`config.mk`:
```
export PLATFORM = sky130hd
export DESIGN_NAME = clk_div_bank
export DESIGN_NICKNAME = d
export VERILOG_FILES = /design/src/rtl/clk_div_pkg.sv /design/src/rtl/clk_div_chan.sv /design/src/rtl/clk_div_bank.sv
export SDC_FILE = /design/constraint.sdc
export NUM_CORES = 1
export LEC_CHECK = 0
export CORE_ASPECT_RATIO = 2
export CORE_MARGIN = 2
export CORE_UTILIZATION = 55
export DETAILED_ROUTE_END_ITERATION = 16
export MAX_ROUTING_LAYER = met4
export PLACE_DENSITY = 0.73
export SYNTH_ARGS = -nofsm -noshare
export SYNTH_HDL_FRONTEND = slang
export SYNTH_SLANG_ARGS = --single-unit
```
`constraint.sdc`:
```
create_clock -name clk -period 5.8 [get_ports clk]
set_input_delay 0.87 -clock clk [delete_from_list [all_inputs] [get_ports clk]]
set_output_delay 0.87 -clock clk [all_outputs]
set_load 0.05 [all_outputs]
```
`src/rtl/clk_div_pkg.sv`:
```
// Shared defaults for the divider bank and its channels.
package clk_div_pkg;
  localparam int NCH_DEF     = 4;
  localparam int DW_DEF      = 8;
  localparam int DEF_DIV_DEF = 2;
  localparam int MIN_DIV     = 2;
endpackage

```
`src/rtl/clk_div_chan.sv`:
```
// One divider channel: modulo-N counter, shadow divisor, registered clk_out/tick.
module clk_div_chan
  import clk_div_pkg::*;
#(
  parameter int DW      = DW_DEF,
  parameter int DEF_DIV = DEF_DIV_DEF
) (
  input  logic          clk,
  input  logic          reset,
  input  logic          en,
  input  logic          sync,
  input  logic          wr,
  input  logic [DW-1:0] wr_val,
  output logic          busy,
  output logic          ack,
  output logic          clk_out,
  output logic          tick
);
  logic [DW-1:0] cnt, n, shadow;
  logic [DW-1:0] cnt_nx, n_nx, sh_nx, val_c, half_nx;
  logic          run, wrap, load0, busy_nx, ack_nx;

  always_comb begin
    val_c   = (wr_val < DW'(MIN_DIV)) ? DW'(MIN_DIV) : wr_val;
    wrap    = run && (cnt == n - DW'(1));
    // A period starts fresh on wrap, sync or the first enabled edge;
    // only then may a new divisor take effect, so no runt period appears.
    load0   = !run || sync || wrap;
    cnt_nx  = cnt + DW'(1);
    n_nx    = n;
    sh_nx   = wr ? val_c : shadow;
    busy_nx = busy | wr;
    ack_nx  = 1'b0;
    if (!en) begin
      cnt_nx = '0;
      if (!wr && busy) begin
        n_nx    = shadow;
        busy_nx = 1'b0;
        ack_nx  = 1'b1;
      end
    end else if (load0) begin
      cnt_nx = '0;
      if (wr || busy) begin
        n_nx    = sh_nx;
        busy_nx = 1'b0;
        ack_nx  = 1'b1;
      end
    end
    half_nx = (n_nx >> 1) + {{(DW-1){1'b0}}, n_nx[0]};
  end

  always_ff @(posedge clk) begin
    if (!reset) begin
      cnt     <= '0;
      n       <= DW'(DEF_DIV);
      shadow  <= DW'(DEF_DIV);
      busy    <= 1'b0;
      ack     <= 1'b0;
      run     <= 1'b0;
      clk_out <= 1'b0;
      tick    <= 1'b0;
    end else begin
      cnt     <= cnt_nx;
      n       <= n_nx;
      shadow  <= sh_nx;
      busy    <= busy_nx;
      ack     <= ack_nx;
      run     <= en;
      clk_out <= en && (cnt_nx < half_nx);
      tick    <= en && (cnt_nx == '0);
    end
  end
endmodule

```
`src/rtl/clk_div_bank.sv`:
```
// Bank of NCH independent clock dividers with shadowed divisor updates.
module clk_div_bank
  import clk_div_pkg::*;
#(
  parameter int  NCH     = NCH_DEF,
  parameter int  DW      = DW_DEF,
  parameter int  DEF_DIV = DEF_DIV_DEF,
  localparam int SW      = (NCH > 1) ? $clog2(NCH) : 1
) (
  input  logic           clk,
  input  logic           reset,
  input  logic           en,
  input  logic           sync_all,
  input  logic           div_wr,
  input  logic [SW-1:0]  div_sel,
  input  logic [DW-1:0]  div_val,
  output logic [NCH-1:0] div_busy,
  output logic [NCH-1:0] div_ack,
  output logic [NCH-1:0] clk_out,
  output logic [NCH-1:0] tick
);
  logic [NCH-1:0] sel_hit;

  // Out-of-range selects match no channel and are dropped.
  always_comb begin
    sel_hit = '0;
    for (int i = 0; i < NCH; i++)
      sel_hit[i] = div_wr && (int'(div_sel) == i);
  end

  for (genvar g = 0; g < NCH; g++) begin : g_ch
    clk_div_chan #(.DW(DW), .DEF_DIV(DEF_DIV)) u_chan (
      .clk     (clk),
      .reset   (reset),
      .en      (en),
      .sync    (sync_all),
      .wr      (sel_hit[g]),
      .wr_val  (div_val),
      .busy    (div_busy[g]),
      .ack     (div_ack[g]),
      .clk_out (clk_out[g]),
      .tick    (tick[g])
    );
  end
endmodule

```
==> flow_metrics.py <==
metrics = {
    "drt": {
        "drc_errors": 0,
        "initialDrtViolationCount": 400,
        "via_count": 6659,
        "drt-total-wl_um": 19500,
        "viasPerCell": 6.18,
        "wl_per_cell_um": 18.1,
        "antenna_left": 0,
        "firstDrtPassIters": 5,
    },
    "floorplanning": {
        "boundaryPins": 31,
        "fp.dieW_um": 85.1,
        "core.rowCount": 59,
        "start_util": 0.560,
        "die_area_um2": 14100,
        "core-area_um2": 12900,
        "die-height_um": 166,
    },
    "worst_setup_path": {
        "reg2regPathDepth": 21,
        "cp.arrival_ns": 5.26,
        "crit_buf_inv": 2,
        "start_kind": "flip-flop",
        "cpMaxStageDelayCell": "dfxtp_1",
        "cp_num_cells": 21,
        "cp.required_ns": 6.16,
        "cp_max_fo": 8,
        "cp-end-kind": "flip-flop",
        "cp_slowest_stage_delay_ns": 0.48,
        "path_common_cell": "ha_1",
        "critPathTopFamily": "compound AO/OA/AOI/OAI gates",
        "cp_cell_sequence": "inv_1 -> ha_1 -> xnor2_1 -> and4b_1 -> a41o_1 -> a21oi_1 -> o21a_1 -> nor2_1 -> a21oi_1 -> a32oi_1 -> nand2_1 -> ha_1 -> ha_1 -> inv_1 -> a2111oi_0 -> nand4_1 -> xnor2_1 -> ha_1 -> and4_1 -> a2111oi_0 -> o21a_1",
        "path_class": "flip-flop to flip-flop",
    },
    "placement": {
        "post_dp_cell_area_um2": 7520,
        "dp_hpwl_um": 14400,
        "io_buffer_count": 30,
        "gp_congestion": 0.949,
    },
    "logic_synthesis": {
        "seq_area_frac_synth": 0.313,
        "synth_cell_types": 72,
        "synth_area_per_cell_um2": 7.91,
        "netlist_instances": 914,
        "synth_area_um2": 7230,
        "yosysTopAreaCellShare": 0.313,
        "yosysMostFrequentCell": "dfxtp_1",
        "syn_nets": 973,
        "synth_common_cells": "dfxtp_1 (113), nor2_1 (104), nand2_1 (94)",
        "synth-main-ff-cell": "dfxtp_1",
        "synth_area_leaders": "dfxtp_1 (31%), ha_1 (7.6%), xnor2_1 (5.9%)",
        "ys_warn_count": 0,
        "yosysTopAreaCell": "dfxtp_1",
        "synth_seq_cells": 113,
        "ys_async_sr_fraction": 0,
        "synth_edf_count": 0,
    },
    "layout": {
        "syn2layout_area_growth_pct": 11.6,
        "final_nets": 973,
        "fin_area_um2": 8080,
        "layout-drive-gt1-share": 0.0638,
        "diodes": 0,
    },
    "outcome": {
        "outcome": "complete, no violations",
    },
    "sta": {
        "finalCritPeriodShare": 0.845,
        "relSlewSlack": 0.447,
        "max_slew.worst_pin.slew_ns": 0.829,
        "hold_viol_final": 0,
        "timing.fmax_mhz": 204,
        "fin_setup_tns_ns": 0,
        "fin_worst_skew_ns": 0.00822,
        "hold_ws_ns": 0.456,
        "period_needed_ns": 4.90,
        "setup_violations": 0,
        "rsz0062_at_grt": "no",
        "drv_slew": 0,
    },
    "flow_run": {
        "max_cap_viol_count": 0,
    },
    "power_and_ir_drop": {
        "power_leakage_nw": 3.20,
        "power_density_nw_per_um2": 263,
        "peakVddDrop_mv": 0.226,
    },
    "hold_path": {
        "hold_path_class": "flip-flop to flip-flop",
        "min_delay_path_depth": 2,
    },
    "global_routing": {
        "antenna_found_initial": 0,
        "grt-ovfl-total": 0,
        "grt_pass1_vias": 6668,
        "grt_start_max_net_pins": 43,
        "grt_usage": 0.293,
        "grt_pass1_wl_um": 32200,
    },
    "clock_network": {
        "h-tree-depth": 4,
        "clock_path_buffers": 2,
        "postCtsSetupRepairBufs": 0,
        "clock-sinks": 113,
        "root_buffer": "clkbuf_16",
        "cts.clk_slew.worst_paths_ns": 0.06,
        "hold_buffers": 0,
        "cts-resized-gates": 0,
        "clk-insertion-delay-late_ns": 0.41,
        "cts_tree": "built",
        "cts_made_buffers": 17,
    },
}
-- power by group --
| part | internal, mW | leakage [nW] | switching, mW | total, mW |
|---|---|---|---|---|
| combinational | 0.116 | 2.01 | 0.171 | 0.287 |
| sequential | 0.802 | 0.919 | 0.0277 | 0.830 |
| clock | 0.634 | 0.270 | 0.371 | 1.00 |
| total | 1.55 | 3.20 | 0.570 | 2.12 |
-- final cells by class --
class	count	area, um^2
multi-input combinational	706	4540
timing repair buffer	44	405
sequential	113	2260
inverter	32	120
tap	152	190
clock inverter	11	116
clock buffer	19	443
fill	1181	4840
-- sequential cells by signal, indices dropped and copies added, names as in the netlist --
signal / count
g_ch.u_chan.tick: 4
g_ch.u_chan.clk_out: 4
g_ch.u_chan.n: 32
g_ch.u_chan.ack: 4
g_ch.u_chan.cnt: 32
g_ch.u_chan.shadow: 32
g_ch.u_chan.busy: 4
g_ch.u_chan.run: 1
-- logic make-up (layout without fill, tap and decap cells) --
kind of cell,after synthesis,count (layout),share of synthesized area
AO/OA/AOI/OAI,157,157,0.149
XOR/XNOR,81,81,0.100
adder cells (fa/ha/maj),44,44,0.0761
buffers and inverters,95,106,0.0599
flip-flops,113,113,0.313
multiplexers,20,20,0.0282
AND/OR/NAND/NOR,404,404,0.274
-- worst paths after layout --
check	start	endpoint	slack, ns
worst max-delay path	g_ch[3].u_chan.n[0]	g_ch[3].u_chan.clk_out	0.90
worst min-delay path	g_ch[2].u_chan.shadow[2]	g_ch[2].u_chan.shadow[2]	0.46
worst max register to register	g_ch[3].u_chan.n[0]	g_ch[3].u_chan.clk_out	0.90
worst min register to register	g_ch[2].u_chan.shadow[2]	g_ch[2].u_chan.shadow[2]	0.46
-- cells in the final DEF (no fill, tap or decap), drive strengths merged, types with 6 or more instances in the layout --
cell type / n
a21o: 6
a211oi: 7
a222oi: 8
o21ai: 18
dfxtp: 113
mux2i: 17
clkbuf: 19
buf: 14
nor3: 51
nand3: 43
clkdlybuf4s50: 30
ha: 44
nand2: 94
and3: 16
nor4: 7
inv: 32
a21oi: 52
xnor2: 49
nor3b: 6
nor2: 105
nor2b: 6
o22ai: 8
nand4: 10
and2: 22
nand2b: 18
clkinv: 6
xor2: 31
-- metal layers --
metal  track usage  vias to the layer above  part of all wire
met5             -                        -                 0
met4         0.197                        0             0.063
met3        0.0413                       92             0.041
met2         0.518                      224              0.54
met1         0.286                     3131              0.36
li1              -                     3212                 -
-- worst reg2reg max path, stage by stage (launching register included) --
cell       delay, ns
dfxtp_1         0.48
inv_1           0.08
ha_1            0.27
xnor2_1         0.15
and4b_1         0.18
a41o_1          0.19
a21oi_1         0.18
o21a_1          0.33
nor2_1          0.17
a21oi_1         0.34
a32oi_1         0.15
nand2_1         0.11
ha_1            0.16
ha_1            0.20
inv_1           0.05
a2111oi_0       0.35
nand4_1         0.16
xnor2_1         0.18
ha_1            0.30
and4_1          0.21
a2111oi_0       0.41
o21a_1          0.18
-- stage by stage --
| stage | worst slack (ns) | std cells | utilization | power, mW |
|---|---|---|---|---|
| 2_1_floorplan | 1.35 | 914 | - | 1.05 |
| 3_3_place_gp | 1.11 | 1047 | 0.582 | 1.12 |
| 3_5_place_dp | 1.00 | 1047 | 0.582 | 1.13 |
| 4_1_cts | 0.966 | 1077 | 0.625 | 2.13 |
| 5_1_grt | 0.285 | 1077 | 0.625 | 2.20 |
| 6_report | 0.898 | 1077 | 0.625 | 2.12 |
Power figures use the tool's default switching activity.
